==> src/rtl/seq_adder_pkg.sv <==
// Shared types and helpers for the sequential chunked adder.
package seq_adder_pkg;

    // Controller states
    typedef enum logic [1:0] {
        S_IDLE = 2'd0,
        S_RUN  = 2'd1,
        S_DONE = 2'd2
    } state_t;

    // Default geometry of the datapath adder
    localparam int unsigned DEF_WIDTH = 32;
    localparam int unsigned DEF_CHUNK = 8;
    localparam int unsigned NCHUNK    = DEF_WIDTH / DEF_CHUNK;

    // Ceiling log2; returns 0 for v <= 1
    function automatic int unsigned clog2(input int unsigned v);
        int unsigned r;
        r = 0;
        for (int i = 0; i < 32; i++) begin
            if ((64'(1) << i) < 64'(v)) begin
                r = 32'(i + 1);
            end
        end
        return r;
    endfunction

    // Width of a counter over n values, at least one bit
    function automatic int unsigned idx_width(input int unsigned n);
        return (clog2(n) == 0) ? 1 : clog2(n);
    endfunction

endpackage

==> src/rtl/rca_chunk.sv <==
// Combinational CHUNK-bit ripple-carry slice built from full-adder cells.
module rca_chunk #(
    parameter int unsigned CHUNK = 8
) (
    input  logic [CHUNK-1:0] x,
    input  logic [CHUNK-1:0] y,
    input  logic             ci,
    output logic [CHUNK-1:0] sum,
    output logic             co,
    output logic             c_msb_in
);

    logic [CHUNK:0] c;

    assign c[0] = ci;

    // One full-adder cell per bit
    for (genvar i = 0; i < CHUNK; i++) begin : g_fa
        assign sum[i]   = x[i] ^ y[i] ^ c[i];
        assign c[i + 1] = (x[i] & y[i]) | (c[i] & (x[i] ^ y[i]));
    end

    assign co       = c[CHUNK];
    assign c_msb_in = c[CHUNK - 1];

endmodule

==> src/rtl/seq_chunk_adder.sv <==
// Multi-cycle add/subtract unit: one CHUNK-wide ripple slice reused per cycle,
// carry registered between chunks, start/busy/done handshake.
// Optional signed-overflow output enabled by defining SEQ_ADDER_OVF_EN.
module seq_chunk_adder
    import seq_adder_pkg::*;
#(
    parameter int unsigned WIDTH = DEF_WIDTH,
    parameter int unsigned CHUNK = DEF_CHUNK
) (
    input  logic             clk,
    input  logic             rst,
    input  logic             start,
    input  logic             sub,
    input  logic [WIDTH-1:0] a,
    input  logic [WIDTH-1:0] b,
    input  logic             c_in,
    output logic [WIDTH-1:0] s,
    output logic             c_out,
    output logic             busy,
    output logic             done
`ifdef SEQ_ADDER_OVF_EN
    ,
    output logic             ovf
`endif
);

    localparam int unsigned NCH   = WIDTH / CHUNK;
    localparam int unsigned IDX_W = idx_width(NCH);
    localparam logic [IDX_W-1:0] LAST = IDX_W'(NCH - 1);

    state_t             state;
    logic [WIDTH-1:0]   a_r;
    logic [WIDTH-1:0]   b_r;
    logic               carry;
    logic [IDX_W-1:0]   idx;

    logic [CHUNK-1:0]   x_c;
    logic [CHUNK-1:0]   y_c;
    logic [CHUNK-1:0]   sum_c;
    logic               co_c;
    logic               c_msb_c;

    // Select the operand chunk addressed by idx
    always_comb begin
        x_c = '0;
        y_c = '0;
        for (int k = 0; k < int'(NCH); k++) begin
            if (idx == IDX_W'(k)) begin
                x_c = a_r[k*CHUNK +: CHUNK];
                y_c = b_r[k*CHUNK +: CHUNK];
            end
        end
    end

    rca_chunk #(
        .CHUNK (CHUNK)
    ) u_slice (
        .x        (x_c),
        .y        (y_c),
        .ci       (carry),
        .sum      (sum_c),
        .co       (co_c),
        .c_msb_in (c_msb_c)
    );

`ifndef SEQ_ADDER_OVF_EN
    logic c_msb_unused;
    assign c_msb_unused = c_msb_c;
`endif

    // Controller, operand/carry/index registers and result register
    always_ff @(posedge clk or posedge rst) begin
        if (rst) begin
            state <= S_IDLE;
            a_r   <= '0;
            b_r   <= '0;
            carry <= 1'b0;
            idx   <= '0;
            s     <= '0;
            c_out <= 1'b0;
            busy  <= 1'b0;
            done  <= 1'b0;
`ifdef SEQ_ADDER_OVF_EN
            ovf   <= 1'b0;
`endif
        end else begin
            done <= 1'b0;
            case (state)
                S_IDLE, S_DONE: begin
                    // Leaving DONE publishes the result held since the last chunk
                    if (state == S_DONE) begin
                        done <= 1'b1;
                    end
                    if (start) begin
                        a_r   <= a;
                        b_r   <= b ^ {WIDTH{sub}};
                        carry <= sub ? 1'b1 : c_in;
                        idx   <= '0;
                        busy  <= 1'b1;
                        state <= S_RUN;
                    end else begin
                        state <= S_IDLE;
                    end
                end
                S_RUN: begin
                    for (int k = 0; k < int'(NCH); k++) begin
                        if (idx == IDX_W'(k)) begin
                            s[k*CHUNK +: CHUNK] <= sum_c;
                        end
                    end
                    carry <= co_c;
                    idx   <= idx + IDX_W'(1);
                    if (idx == LAST) begin
                        c_out <= co_c;
`ifdef SEQ_ADDER_OVF_EN
                        ovf   <= c_msb_c ^ co_c;
`endif
                        busy  <= 1'b0;
                        state <= S_DONE;
                    end
                end
                default: begin
                    busy  <= 1'b0;
                    state <= S_IDLE;
                end
            endcase
        end
    end

endmodule
==> config.mk <==
export PLATFORM = sky130hd
export DESIGN_NAME = seq_chunk_adder
export DESIGN_NICKNAME = d
export VERILOG_FILES = /design/src/rtl/seq_adder_pkg.sv /design/src/rtl/rca_chunk.sv /design/src/rtl/seq_chunk_adder.sv
export SDC_FILE = /design/constraint.sdc
export NUM_CORES = 1
export LEC_CHECK = 0
export BUFFER_PORTS_ARGS = -buffer_cell sky130_fd_sc_hd__buf_2
export CORE_UTILIZATION = 59
export CTS_BUF_LIST = sky130_fd_sc_hd__clkbuf_16
export CTS_CLUSTER_DIAMETER = 200
export DETAILED_ROUTE_END_ITERATION = 12
export PLACE_DENSITY = 0.95
export REMOVE_ABC_BUFFERS = 1
export SYNTH_ARGS = -nofsm -noshare
export SYNTH_HDL_FRONTEND = slang
export SYNTH_HIERARCHICAL = 1
export SYNTH_SLANG_ARGS = --single-unit
==> constraint.sdc <==
create_clock -name clk -period 12.5 [get_ports clk]
set_input_delay 2.5 -clock clk [delete_from_list [all_inputs] [get_ports clk]]
set_output_delay 2.5 -clock clk [all_outputs]
set_load 0.02 [all_outputs]
## Word level (Yosys, flattened, before mapping)

Cells that the tools add are included.

- Register bits after elaboration: 104
- Input port bits: 69
- Output and inout bits: 35
- Word-level logic and storage cells: 93

- Add/sub/neg operators: 1
- Equality and inequality tests: 7
- Mux-type cells: 21
- Bitwise operators: 41
- Reductions and logical operators: 11

Operators by type and width:

| kind | number |
|---|---|
| $mux 8 | 8 |
| $xor 32x32->32 | 1 |
| $and 1x1->1 | 16 |
| $xor 1x1->1 | 16 |
| $reduce_and 2->1 | 7 |
| $or 1x1->1 | 8 |
| $pmux 2 s2 | 2 |
| $mux 1 | 7 |
| $eq 2x2->1 const B | 3 |
| $eq 2x1->1 const B | 2 |
| $logic_not 2->1 | 2 |
| $mux 2 | 2 |
| $ne 2x2->1 const B | 2 |
| $pmux 1 s2 | 2 |
| $add 2x1->2 const B | 1 |
| $reduce_bool 2->1 | 1 |
| $reduce_or 2->1 | 1 |

## Longest topological paths before layout

- Depth in word-level cells: 23
- Gate-level depth with buffers: 21
- Mapped depth without buffers: 18

## Hierarchy

Netlist, hierarchy kept.

Modules (own cells, without submodules):

| module | times used | cells an instance | area an instance (um2) | seq. area each (um2) |
|---|---|---|---|---|
| seq_chunk_adder | 1 | 448 | 4694.5 | 2602.5 |
| rca_chunk | 1 | 18 | 197.7 | 0.0 |

## Worst setup path after synthesis

Ideal clock, no wire load.

- Kind: reg-to-reg
- Start point: register idx[0]
- End point: register s[15]
- Setup time: 125 ps
- Arrival time: 4533 ps
- Required time: 12375 ps
- Path slack: 7843 ps
- Cell stages (with the launch flop): 20
- Buffers on the path: 2
- Clock period less this slack: 4657 ps
- Cell sequence: dfrtp_1 inv_1 ha_1 clkbuf_2 nor2_1 buf_2 a221oi_1 fa_1 inv_1 fa_1 inv_1 fa_1 fa_1 fa_1 fa_1 inv_1 fa_1 inv_1 fa_1 mux2_2

- Longest elaborated chain between the ends: 21
- Elaborated cells on any way between the ends: 43
- Classes of those cells: 3 x eq/ne; 8 x mux; 30 x bitwise; 2 x reduce/logical

Ends and longest elaborated chain:

| item | line | RTL |
|---|---|---|
| start, declared | seq_chunk_adder.sv:35 | `logic [IDX_W-1:0] idx;` |
| start signal, assigned | seq_chunk_adder.sv:112 | `idx <= idx + IDX_W'(1);` |
| $logic_not 2->1 | seq_chunk_adder.sv:48 | `if (idx == IDX_W'(k)) begin` |
| $mux 8 (3 in a row) | seq_chunk_adder.sv:48 |  |
| $mux 8 * | seq_chunk_adder.sv:48 |  |
| named net x_c[0] | seq_chunk_adder.sv:37 | `logic [CHUNK-1:0] x_c;` |
| $xor 1x1->1 | rca_chunk.sv:20 | `assign c[i + 1] = (x[i] & y[i]) \| (c[i] & (x[i] ^ y[i]));` |
| $and 1x1->1 | rca_chunk.sv:20 |  |
| $or 1x1->1 * | rca_chunk.sv:20 |  |
| $and 1x1->1 * | rca_chunk.sv:20 |  |
| (+6 left out) | - |  |
| $or 1x1->1 * | rca_chunk.sv:20 |  |
| $and 1x1->1 * | rca_chunk.sv:20 |  |
| $or 1x1->1 * | rca_chunk.sv:20 |  |
| $and 1x1->1 * | rca_chunk.sv:20 |  |
| $or 1x1->1 * | rca_chunk.sv:20 |  |
| named net c_msb_c | seq_chunk_adder.sv:41 | `logic c_msb_c;` |
| $xor 1x1->1 * | rca_chunk.sv:19 | `assign sum[i] = x[i] ^ y[i] ^ c[i];` |
| named net sum_c[7] | seq_chunk_adder.sv:39 | `logic [CHUNK-1:0] sum_c;` |
| end signal, assigned by index | seq_chunk_adder.sv:108 | `s[k*CHUNK +: CHUNK] <= sum_c;` |
| end, declared | seq_chunk_adder.sv:17 | `output logic [WIDTH-1:0] s,` |

Mark *: on every way through the listed nets, which the timed path passes. The rest lies on a longest branch.
A chain may end at the register's enable or synchronous reset.

## Worst setup path after layout

- Start point: register idx[0]
- End point: register s[15]

- Longest elaborated chain between the ends: 21
- Elaborated cells on any way between the ends: 43
- Classes of those cells: 3 x eq/ne; 8 x mux; 30 x bitwise; 2 x reduce/logical

Ends and longest elaborated chain:

| item | line | RTL |
|---|---|---|
| $logic_not 2->1 | seq_chunk_adder.sv:48 |  |
| $mux 8 (3 in a row) | seq_chunk_adder.sv:48 |  |
| $mux 8 * | seq_chunk_adder.sv:48 |  |
| named net y_c[0] | seq_chunk_adder.sv:38 | `logic [CHUNK-1:0] y_c;` |
| $xor 1x1->1 | rca_chunk.sv:20 |  |
| $and 1x1->1 | rca_chunk.sv:20 |  |
| $or 1x1->1 * | rca_chunk.sv:20 |  |
| $and 1x1->1 * | rca_chunk.sv:20 |  |
| (+6 left out) | - |  |
| $or 1x1->1 * | rca_chunk.sv:20 |  |
| $and 1x1->1 * | rca_chunk.sv:20 |  |
| $or 1x1->1 * | rca_chunk.sv:20 |  |
| $and 1x1->1 * | rca_chunk.sv:20 |  |
| $or 1x1->1 * | rca_chunk.sv:20 |  |
| named net c_msb_c | seq_chunk_adder.sv:41 |  |
| $xor 1x1->1 * | rca_chunk.sv:19 |  |
| named net sum_c[7] | seq_chunk_adder.sv:39 |  |

Marked as above.

==> run metrics <==
total track usage 0.264; clock share of power 0.163; CP Buf/Inv Count 5; IO Pins 104; Crit path depth 17; DR pass1 iterations 4; layout cells sized above 1 0.292; initial antenna violation count 0; Residual DRC 0; critical path's slowest cell nor2_1; post-CTS sizing 0; startpoint types flop; CP Cell Sequence inv_1 > ha_1 > nor2_1 > a221oi_1 > fa_1 > inv_1 > fa_1 > inv_1 > fa_1 > fa_1 > fa_1 > fa_1 > inv_1 > fa_1 > inv_1 > fa_1 > mux2_2; most frequent CP cell fa_1; Unique masters post-synth 31; Final Hold Vio Count 0; Worst path max stage delay 890 ps; Rel. slew slack 0.273; max-cap viol count 0; skew final 4.72 ps; Post-CTS Repair Setup Buffers 0; vias post-DR 3656; Die Ht 93.1 um; Gate Count Post-Synth 466; Arr. time, crit path 5840 ps; Final Max Tran Viols 0; pwr dens 314 mW/mm^2; Seq/Total Area, Yosys 0.532; hold_buf cts 0; NumNets Final 634; Worst Tran Pin Value 1090 ps; Leak Pwr 2.80 nW; clock tree buffer depth 2; crit path kind flop to flop; RSZ-0062 raised after global routing false; Crit. End Element flop; fin crit period 5620 ps; CP required 12720 ps; CP top delay family adder cells; WL/cell 16.4 um; Seq cells post-synth 104; fin util 0.726; Reg2Reg Depth 17; Area after DPL 0.00541 sq mm; largest net degree at the start of global routing 78; Area Overhead vs Synth 17.0%; Comb power frac 0.501; internal power 0.00104 W; Antenna Nets Post-Route 0; synth warn 6; Net Sw Frac 0.420; Root Buffer clkbuf_16; Port Buffers 103; Starting Density 0.620; vias in the first global route 3632; Die Width 93.1 um; synthesized area 0.00489 sq mm; period utilization 0.450; H-tree depth 3; Power, Total 0.00180 W; Reg power frac 0.337; Detailed Route WL 10800 um; CTS clk-pin slew, worst paths 60 ps; DR vias/cell 5.54; syn_area_per_cell 10.5 sq um; dpl hpwl 7650 um; clock sinks 104; routability cong. 0.805; die area 0.00866 sq mm; CTS tree yes; worst hold path type flop to flop; gr ovfl total 0; worst-path fanout max 18; Fillers 535; latest clock arrival within the worst-skew pair 340 ps; global-route wire length before repair 17500 um; total negative slack 0 ps; row count 32; diodes inserted 0; DR iter-0 viols 194; Core Area 0.00789 sq mm; hold depth 2; CTS buffer count 9; switching power 0.000756 W; final setup fails 0; Design Area, Final 0.00572 sq mm; outcome finished, final reports clean; Max Fclk 0.178 GHz; VDD IR-drop max 0.167 mV
[cell usage in the layout (no fill, tap or decap)]
master,instances
nand2b_2,1
inv_1,27
and2b_1,1
o21ai_0,41
nand3_1,1
xor2_1,8
nor2b_2,1
clkinv_4,1
xnor2_1,24
a221oi_2,2
inv_4,1
clkinv_1,2
a221oi_1,12
nand2_1,117
a21oi_1,2
nor2b_1,1
mux2_2,33
buf_2,103
buf_4,3
nand2_4,1
a22oi_1,16
clkinv_2,2
a221o_1,1
ha_1,4
dfrtp_1,104
bufinv_16,2
nand2b_1,3
nand2_2,3
nor3b_1,14
fa_1,8
clkbuf_16,9
mux2i_1,2
nor2_1,6
a22o_1,1
nor2b_4,1
[synth_stat cells (all sizes together)]
cell type  count  area share
o21ai         41       0.042
ha             4       0.010
fa             8       0.033
a221oi        14       0.028
xor2           8       0.014
a22o           1      0.0018
clkbuf         9      0.0072
and2b          1      0.0015
nand2b         4      0.0051
nor2           6      0.0046
nand2        121       0.096
nor2b          3      0.0043
buf           21       0.025
nand3          1      0.0010
inv           28       0.021
a21oi          2      0.0020
xnor2         24       0.043
mux2i          2      0.0041
dfrtp        104        0.53
nor3b         14       0.021
a221o          1      0.0020
a22oi         16       0.025
mux2          33       0.076
[metal layers]
layer  track usage  routed length, um
met1         0.349               4650
met2         0.449               5500
met3        0.0374                478
met4        0.0936                190
met5             0                  0
[stage by stage]
step	instances	worst slack, ps	hold WS (ps)
after floorplan	436	7270	437
after global placement	644	7200	462
after detailed placement	644	6950	473
after CTS	660	6900	490
after global routing	660	6590	500
final	660	6880	488
[kinds of logic (layout without fill, tap and decap cells)]
logic type,Yosys count,after routing,synth area share
compound gates,75,75,0.100
xor+xnor,32,32,0.0573
fa+ha+maj,12,12,0.0430
buf+inv,58,150,0.0537
flops,104,104,0.532
mux,35,35,0.0801
simple gates,150,150,0.134
[area by class of cell]
cell class	count	area, sq um	share of cell area
tap	102	128	0.0223
clock inverter	7	86.3	0.0151
inverter	28	108	0.0188
multi-input combinational	304	2040	0.356
timing repair buffer	106	538	0.0940
sequential	104	2600	0.455
clock buffer	9	225	0.0393
[state kept, by name, summed over array words and instances (netlist names)]
name / count
a_r: 32
b_r: 32
busy: 1
c_out: 1
carry: 1
done: 1
idx: 2
s: 32
state: 2
[tightest hold or removal path, stage by stage (launching register included)]
cell and delay [ps]:
dfrtp_1 350, nand2_1 50, o21ai_0 60
[power groups by stage]
stage / Sequential (W) / Combinational [W] / Clock, W
6_report: 0.000606 / 0.000901 / 0.000293
5_1_grt: 0.000621 / 0.000983 / 0.000307
4_1_cts: 0.000605 / 0.000894 / 0.000295
3_5_place_dp: 0.000609 / 0.000881 / 0
3_3_place_gp: 0.000598 / 0.000812 / 0
2_1_floorplan: 0.000646 / 0.000553 / 0
[path summary, 6_finish.rpt]
kind                         start      end  slack, ps
setup reg to reg            idx[0]    s[15]       6880
max in group asynchronous      rst  b_r[28]       9120
hold reg to reg            b_r[17]  b_r[17]        490
setup / recovery            idx[0]    s[15]       6880
min in group asynchronous      rst     s[0]       2210
hold / removal             b_r[17]  b_r[17]        490
No activity file was read; power rests on OpenSTA's default activity.
